===== config.mk =====
export PLATFORM = sky130hd
export DESIGN_NAME = sram_bus_arbiter
export DESIGN_NICKNAME = d
export VERILOG_FILES = /design/src/rtl/sram_bus_arbiter.sv
export SDC_FILE = /design/constraint.sdc
export NUM_CORES = 1
export LEC_CHECK = 0
export ABC_AREA = 1
export ABC_CLOCK_PERIOD_IN_PS = 1450
export CORE_AREA = 2 2 119 121
export CTS_BUF_LIST = sky130_fd_sc_hd__clkbuf_4 sky130_fd_sc_hd__clkbuf_8
export DETAILED_ROUTE_END_ITERATION = 8
export DIE_AREA = 0 0 121 123
export GPL_ROUTABILITY_DRIVEN = 1
export GPL_TIMING_DRIVEN = 0
export PLACE_DENSITY = 0.74
export SYNTH_ARGS = -nofsm -noshare
export SYNTH_HDL_FRONTEND = slang
export SYNTH_SLANG_ARGS = --single-unit

===== constraint.sdc =====
create_clock -name clk -period 1.45 [get_ports clk]
set_input_delay 0.29 -clock clk [delete_from_list [all_inputs] [get_ports clk]]
set_output_delay 0.29 -clock clk [all_outputs]
set_load 0.02 [all_outputs]

===== src/rtl/sram_bus_arbiter.sv =====
// Two-master (inst/data), one-slave arbiter for the SRAM-like bus.
// One transaction outstanding; data has priority, bounded by an inst starvation counter.
module sram_bus_arbiter #(
    parameter int STARVE_LIMIT = 4
) (
    input  logic        clk,
    input  logic        resetn,

    input  logic        inst_req,
    input  logic        inst_wr,
    input  logic [1:0]  inst_size,
    input  logic [31:0] inst_addr,
    input  logic [31:0] inst_wdata,
    output logic        inst_addr_ok,
    output logic        inst_data_ok,
    output logic [31:0] inst_rdata,

    input  logic        data_req,
    input  logic        data_wr,
    input  logic [1:0]  data_size,
    input  logic [31:0] data_addr,
    input  logic [31:0] data_wdata,
    output logic        data_addr_ok,
    output logic        data_data_ok,
    output logic [31:0] data_rdata,

    output logic        mem_req,
    output logic        mem_wr,
    output logic [1:0]  mem_size,
    output logic [31:0] mem_addr,
    output logic [31:0] mem_wdata,
    input  logic        mem_addr_ok,
    input  logic        mem_data_ok,
    input  logic [31:0] mem_rdata
);

    typedef enum logic [1:0] {IDLE, ADDR, WAIT} state_t;

    state_t      state_q, state_d;
    logic        owner_q, owner_d;
    logic        wr_q, wr_d;
    logic [1:0]  size_q, size_d;
    logic [31:0] addr_q, addr_d;
    logic [31:0] wdata_q, wdata_d;
    logic [2:0]  starve_q, starve_d;

    logic        grant_data;
    logic        grant_inst;

    // Data wins unless inst has already waited through STARVE_LIMIT data grants.
    always_comb begin
        grant_data = 1'b0;
        grant_inst = 1'b0;
        if (state_q == IDLE) begin
            if (data_req && (!inst_req || (int'(starve_q) < STARVE_LIMIT))) begin
                grant_data = 1'b1;
            end else if (inst_req) begin
                grant_inst = 1'b1;
            end
        end
    end

    always_ff @(posedge clk) begin
        if (!resetn) begin
            state_q  <= IDLE;
            owner_q  <= 1'b0;
            wr_q     <= 1'b0;
            size_q   <= 2'd0;
            addr_q   <= 32'd0;
            wdata_q  <= 32'd0;
            starve_q <= 3'd0;
        end else begin
            state_q  <= state_d;
            owner_q  <= owner_d;
            wr_q     <= wr_d;
            size_q   <= size_d;
            addr_q   <= addr_d;
            wdata_q  <= wdata_d;
            starve_q <= starve_d;
        end
    end

    always_comb begin
        state_d  = state_q;
        owner_d  = owner_q;
        wr_d     = wr_q;
        size_d   = size_q;
        addr_d   = addr_q;
        wdata_d  = wdata_q;
        starve_d = starve_q;
        case (state_q)
            IDLE: begin
                if (grant_data) begin
                    state_d = ADDR;
                    owner_d = 1'b1;
                    wr_d    = data_wr;
                    size_d  = data_size;
                    addr_d  = data_addr;
                    wdata_d = data_wdata;
                    // Count only data grants that actually made inst wait; saturate at 7.
                    if (!inst_req) begin
                        starve_d = 3'd0;
                    end else if (starve_q != 3'd7) begin
                        starve_d = starve_q + 3'd1;
                    end
                end else if (grant_inst) begin
                    state_d  = ADDR;
                    owner_d  = 1'b0;
                    wr_d     = inst_wr;
                    size_d   = inst_size;
                    addr_d   = inst_addr;
                    wdata_d  = inst_wdata;
                    starve_d = 3'd0;
                end
            end
            ADDR: begin
                if (mem_addr_ok) begin
                    state_d = WAIT;
                end
            end
            WAIT: begin
                if (mem_data_ok) begin
                    state_d = IDLE;
                end
            end
            default: state_d = IDLE;
        endcase
    end

    always_comb begin
        inst_addr_ok = grant_inst;
        data_addr_ok = grant_data;
        inst_data_ok = (state_q == WAIT) && mem_data_ok && !owner_q;
        data_data_ok = (state_q == WAIT) && mem_data_ok && owner_q;
        inst_rdata   = mem_rdata;
        data_rdata   = mem_rdata;
        mem_req      = (state_q == ADDR);
        mem_wr       = wr_q;
        mem_size     = size_q;
        mem_addr     = addr_q;
        mem_wdata    = wdata_q;
    end

endmodule


# Word-level counts from Yosys, hierarchy flattened
# Cells that the tools add are included.
# totals
in_bits	172
ram_bits	0
register_bits	73
rom_bits	0
mem_count	0
word_cells	52
latchBits	0
out_inout_bits	136
# classes
bitwise	0
mul	0
n_mux	24
shifts	0
n_reduce_logical	12
n_eq_ne	7
n_lt_le_gt_ge	1
addsub	1
div_mod_pow	0
# op_table
operator	n
two-way mux 32 bit	4
two-way mux 2 bit	6
two-way mux 3 bit	4
two-way mux 1 bit	9
inequality test 3 bit, second input constant	2
one-hot mux 2 bit (3 select lines)	1
AND reduction 3 bit	2
logical AND 1 bit	4
adder 3 x 1 -> 3 bit, second input constant	1
less-than comparator 3 bit, second input constant	1
inequality test 3 x 2 -> 1 bit, second input constant	1
== test 2 x 1 -> 1 bit, second input constant	1
== test 2 bit, second input constant	1
logical NOT 1 bit	2
logical NOT 2 bit	1
inequality test 2 x 1 -> 1 bit, second input constant	1
inequality test 2 bit, second input constant	1
AND reduction 2 bit	1
nonzero test 2 bit	1
logical OR 1 bit	1

# Depth between registers and ports, before layout
# Gate-level depths: netlist (run 1).
# logic_depth
ltp_word	8
ltp_mapped	9
mapped_depth_nobuf	8

# Worst setup path after synthesis (run 1)
# OpenSTA, ideal clock, no wires.
# synth_timing
path_type	register to output
from	register state_q[1]
to	output port inst_addr_ok
slack_ns	0.062
required_ns	1.160
stages_incl_launch_ff	5
t_arrival_ns	1.098
path_buffers	1
cell_sequence	dfxtp_1 -> nor2_1 -> nand2_1 -> clkbuf_1 -> nor2_1
# synth_via
elab_chain_cells	2
# synth_rtl
element	line_no	rtl
start, declared	39	state_t state_q, state_d;
start signal, assigned	73	state_q <= state_d;
logical NOT 2 bit	54	if (state_q == IDLE) begin
two-way mux 1 bit	54	
end, declared	14	output logic inst_addr_ok,
# Every way passes these cells.

# Worst setup path after layout (run 1)
# layout_timing
from	input port data_req
to	output port data_addr_ok
# layout_via
elab_chain_cells	3
# layout_rtl
element	line_no	rtl
start, declared	18	input logic data_req,
logical AND 1 bit	55	if (data_req && (!inst_req || (int'(starve_q) < STARVE_LIMIT))) begin
two-way mux 1 bit	55	
two-way mux 1 bit	54	
end, declared	23	output logic data_addr_ok,
# Every way passes these cells.

==> results.yml, run 1 <==
setup_path:
  worstPathRequired_ps: 1160
  crit_arrival_ps: 1280
  cp_max_fo: 7
  endpoint_kind: "primary output"
  crit_path_start_kind: "input pin"
  critical_path_class: "input pin to primary output"
grt:
  grt-ovfl-total: 0
  grt_start_max_net_pins: 13
  grt_pass1_wl_mm: 22.6
  grt_antenna_before_repair: 0
  grt_usage: 0.194
  grt_pass1_vias: 4640
place:
  routabilityCongestion: 0.795
  place_hpwl_mm: 11.4
  io_buffers: 274
  dp.cells: 1088
outcome:
  outcome: "finished with violations"
  violations: "setup timing"
power:
  p_int_uw: 4630
  seqPwrFrac: 0.336
  p_leak_uw: 0.00399
  peakVddDrop_mv: 0.455
  switching_power_uw: 2400
  report.power.total_uw: 7030
  switching_share: 0.342
  cellPowerDensity_nw_per_um2: 929
  clkPwrFrac: 0.258
  p_comb_frac: 0.406
floorplanning:
  core_area_um2: 13600
  die_h_um: 123
  row_count: 43
  dieArea_um2: 14900
  fp.dieW_um: 121
  initial_core_util: 0.307
  io_pins: 308
sta:
  min_period_over_period: 1.08
  slew_violations: 0
  relSlewSlack: 0.595
  fmax_mhz: 638
  fin_ws_ps: -117
  finalClockSkew_ps: 8.38
  rsz0062_at_grt: "yes"
  tightest_slew_ps: 608
  hold_viol: 0
  fin_crit_ps: 1570
  setup_violations: 2
detailed_routing:
  dr.pass1.iters: 5
  antenna_left: 0
  avgRoutedWirePerCell_um: 13.6
  routed_wl_mm: 15.1
  drt_iter0_drc: 218
  viasPerCell: 4.47
  vias: 4976
  drc_errors: 0
layout:
  fin_cells: 1114
  layout.nets: 1103
  syn2layout_area_growth_pct: 81.0
  diodes: 0
  num-fill-cells: 1357
  layout.cells.most_common: "nand3_1"
  drive_gt1_frac: 0.161
  final_cell_mix: "nand3_1 (205), clkdlybuf4s50_1 (200), nand2_1 (144)"
cts:
  cts.clk_slew.worst_paths_ps: 80
  htree_levels: 3
  hold_buffers: 0
  clock_latency_ps: 360
  cts_max_path_buffers: 2
  clock_sinks: 73
  cts_buffers: 9
  clockRootBuffer: "clkbuf_8"
  cts_tree: "built"
synth:
  synthCells: 634
  yosysWarnings: 0
  ys_seq_elements: 73
  synth_area_um2: 4180
  ys_types: 19
  avgSynthCellArea_um2: 6.59
  synth-seq-area-share: 0.350
  syn-num-nets: 808
hold_path:
  hold_class: "input pin to register"
flow_run:
  cap_violations: 0
-- kinds of logic after synthesis --
kind of cell             share of synthesized area
AO/OA/AOI/OAI                              0.00778
adder cells (fa/ha/maj)                    0.00599
buffers and inverters                        0.240
flip-flops                                   0.350
AND/OR/NAND/NOR                              0.396
-- power by group through the flow --
stage / combinational (µW) / sequential, µW / clock [µW]
after detailed placement: 2810 / 2410 / 0
after CTS: 2760 / 2360 / 1880
after global routing: 3100 / 2390 / 1950
after global placement: 2800 / 2400 / 0
after floorplan: 1250 / 2660 / 0
final: 2850 / 2360 / 1820
-- stage by stage --
step | worst slack [ps] | hold WS, ps | instance area (µm²) | util | TNS [ps]
floorplan | 62.5 | 452 | 4180 | - | 0
global placement | -1200 | 471 | 7150 | 0.525 | -46500
detailed placement | -1190 | 478 | 7150 | 0.525 | -46260
CTS | -147 | 424 | 7410 | 0.544 | -295
global route | -151 | 300 | 7560 | 0.556 | -1140
finish | -117 | 257 | 7560 | 0.556 | -205
-- metal layers --
| layer | up-vias | wire length, µm | track usage |
|---|---|---|---|
| li1 | 2541 | - | - |
| met1 | 2196 | 6000 | 0.219 |
| met2 | 212 | 7420 | 0.336 |
| met3 | 27 | 1330 | 0.0595 |
| met4 | 0 | 374 | 0.0836 |
| met5 | - | 0 | 0 |
-- final timing paths --
path               startpoint           end  slack (ps)  cells after the start
hold / removal    mem_data_ok    state_q[1]         260                      3
setup reg to reg   state_q[1]  mem_addr[10]          40                      9
setup / recovery     data_req  data_addr_ok        -120                      5
hold reg to reg   starve_q[1]   starve_q[1]         500                      2
-- final cells by class --
class	count	area (µm²)	area share
Tap cell	180	225	0.0298
Inverter	77	292	0.0385
Clock buffer	11	139	0.0184
Buffer	108	830	0.110
Sequential cell	73	1470	0.194
Multi-Input combinational cell	376	1770	0.234
Timing Repair Buffer	284	2760	0.365
Clock inverter	5	80.1	0.0106
-- synthesized netlist by cell type --
library cell  instances  share of area
buf_6                 3         0.0081
buf_1                 5         0.0045
o21ai_0               1         0.0012
inv_1                75          0.067
nand3b_1              1         0.0018
clkbuf_1             10         0.0090
ha_1                  2         0.0060
nand3_2               1         0.0024
a21oi_1               4         0.0048
nand3_1             206           0.25
buf_4                70           0.13
nand2_2               1         0.0015
a211oi_1              1         0.0018
inv_2                 2         0.0018
nor2_2                2         0.0030
buf_2                20          0.024
nor2_1                9         0.0081
nand2_1             148           0.13
dfxtp_1              73           0.35
-- sequential cells by signal, summed over array words and instances, names as in the netlist --
| signal | count |
|---|---|
| mem_addr | 32 |
| mem_size | 2 |
| mem_wdata | 32 |
| mem_wr | 1 |
| owner_q | 1 |
| starve_q | 3 |
| state_q | 2 |
-- repair_timing --
action                     CTS  global route
gates cloned                 0             0
buffers inserted             5             6
resized for setup          125            54
setup endpoints to repair  144            75
pin swaps                    5             2
-- critical path: stages --
cell	delay (ps)
clkdlybuf4s50_1	510
nand2_2	90
nor2_4	130
buf_6	140
buf_6	110
Note: power is estimated with default switching activity, not from simulation.
==> inputs of run 2 (changes only) <==
- SETUP_SLACK_MARGIN: unset -> 0.15
- SLEW_MARGIN: unset -> 15
==> run 2 against run 1 <==
Highest routed layer unchanged; sequential power hardly changed; clock skew is 1.5 ps lower; the flow still finishes with violations (setup timing); global-route usage is 1.3 points higher; sequential cell count stayed put.
==> results.yml, run 2 (synthesis results as in run 1) <==
setup_path:
  critical_path_class: "input pin to primary output"
  crit_path_start_kind: "input pin"
  endpoint_kind: "primary output"
  cp_max_fo: 2
  crit_arrival_ps: 1260
  worstPathRequired_ps: 1160
floorplanning:
  core_area_um2: 13600
  fp.dieW_um: 121
  dieArea_um2: 14900
  row_count: 43
  io_pins: 308
  die_h_um: 123
  initial_core_util: 0.307
power:
  cellPowerDensity_nw_per_um2: 936
  p_leak_uw: 0.00385
  peakVddDrop_mv: 0.619
  report.power.total_uw: 7070
sta:
  fin_setup_tns_ps: -181
  setup_violations: 4
  min_period_over_period: 1.07
  tightest_slew_ps: 601
  fin_ws_ps: -99.1
  fin_crit_ps: 1550
  rsz0062_at_grt: "yes"
  slew_violations: 0
  relSlewSlack: 0.600
  hold_viol: 0
  fmax_mhz: 646
  finalClockSkew_ps: 6.87
layout:
  multiInputGateArea_um2: 1820
  drive_gt1_frac: 0.245
  diodes: 0
  layout.nets: 1107
  final_cell_mix: "clkdlybuf4s50_1 (201), nand3_1 (196), nand2_1 (145)"
  num-fill-cells: 1381
  layout.cells.most_common: "clkdlybuf4s50_1"
  regArea_um2: 1470
  syn2layout_area_growth_pct: 80.9
place:
  io_buffers: 274
  routabilityCongestion: 0.862
  place_hpwl_mm: 11.8
  dpl_worst_slack_ps: -1260
grt:
  grt_pass1_wl_mm: 23.7
  grt_usage: 0.206
  grt_start_max_net_pins: 12
  grt_pass1_vias: 4685
  grt_antenna_before_repair: 0
  grt-ovfl-total: 0
detailed_routing:
  vias: 5063
  routed_wl_mm: 16.0
  drt_iter0_drc: 311
  dr.pass1.iters: 5
  antenna_left: 0
  avgRoutedWirePerCell_um: 14.3
  viasPerCell: 4.53
  drc_errors: 0
cts:
  cts_max_path_buffers: 2
  cts_buffers: 9
  cts_tree: "built"
  clockRootBuffer: "clkbuf_8"
  htree_levels: 3
  clock_sinks: 73
  cts.clk_slew.worst_paths_ps: 80
  clock_latency_ps: 360
hold_path:
  hold_class: "input pin to register"
outcome:
  outcome: "finished with violations"
  violations: "setup timing"
flow_run:
  cap_violations: 0
-- run 2: worst paths after layout --
| kind | endpoint | from | cells after the start | slack, ps |
|---|---|---|---|---|
| worst min register to register | starve_q[1] | starve_q[1] | 2 | 490 |
| worst max register to register | mem_addr[2] | state_q[1] | 10 | 0 |
| worst max-delay path | data_addr_ok | data_req | 5 | -100 |
| worst min-delay path | starve_q[2] | resetn | 3 | 410 |
-- run 2: per-stage QoR --
step | hold slack, ps | util | instance area, µm² | instances
after floorplan | 452 | - | 4190 | 634
after global placement | 464 | 0.526 | 7160 | 1088
after detailed placement | 482 | 0.526 | 7160 | 1088
after CTS | 433 | 0.564 | 7670 | 1115
after global routing | 431 | 0.555 | 7560 | 1118
final | 410 | 0.555 | 7560 | 1118
-- run 2: power breakdown --
group	internal (µW)	leakage (µW)	switching, µW
logic	1420	0.00313	1520
registers	2240	0.000603	127
clock network	974	0.000114	798
total	4630	0.00385	2440
-- run 2: critical path, stage by stage --
cell and delay [ps]:
clkdlybuf4s50_1 520, nand2_2 100, nor2_4 120, buf_6 110, buf_4 130
-- run 2: area by class of cell --
cell class,instances,share of cell area
tap,180,0.0298
inverter,77,0.0386
sequential,73,0.194
buffer,108,0.111
multi-input combinational,376,0.241
clock buffer,14,0.0238
timing repair buffer,288,0.357
clock inverter,2,0.00463
-- run 2: per-layer routing --
metal	wire length, µm	GRT usage
met1	6270	0.235
met4	242	0.0749
met5	0	0
met3	1380	0.0664
met2	8090	0.361
-- run 2: what timing repair did --
item / 4_1_cts / 5_1_grt
gates resized for setup: 263 / 79
setup buffers: 9 / 3
setup endpoints to repair: 144 / 117
hold buffers: 0 / 0
pin swaps: 5 / 2
gates cloned: 2 / 0
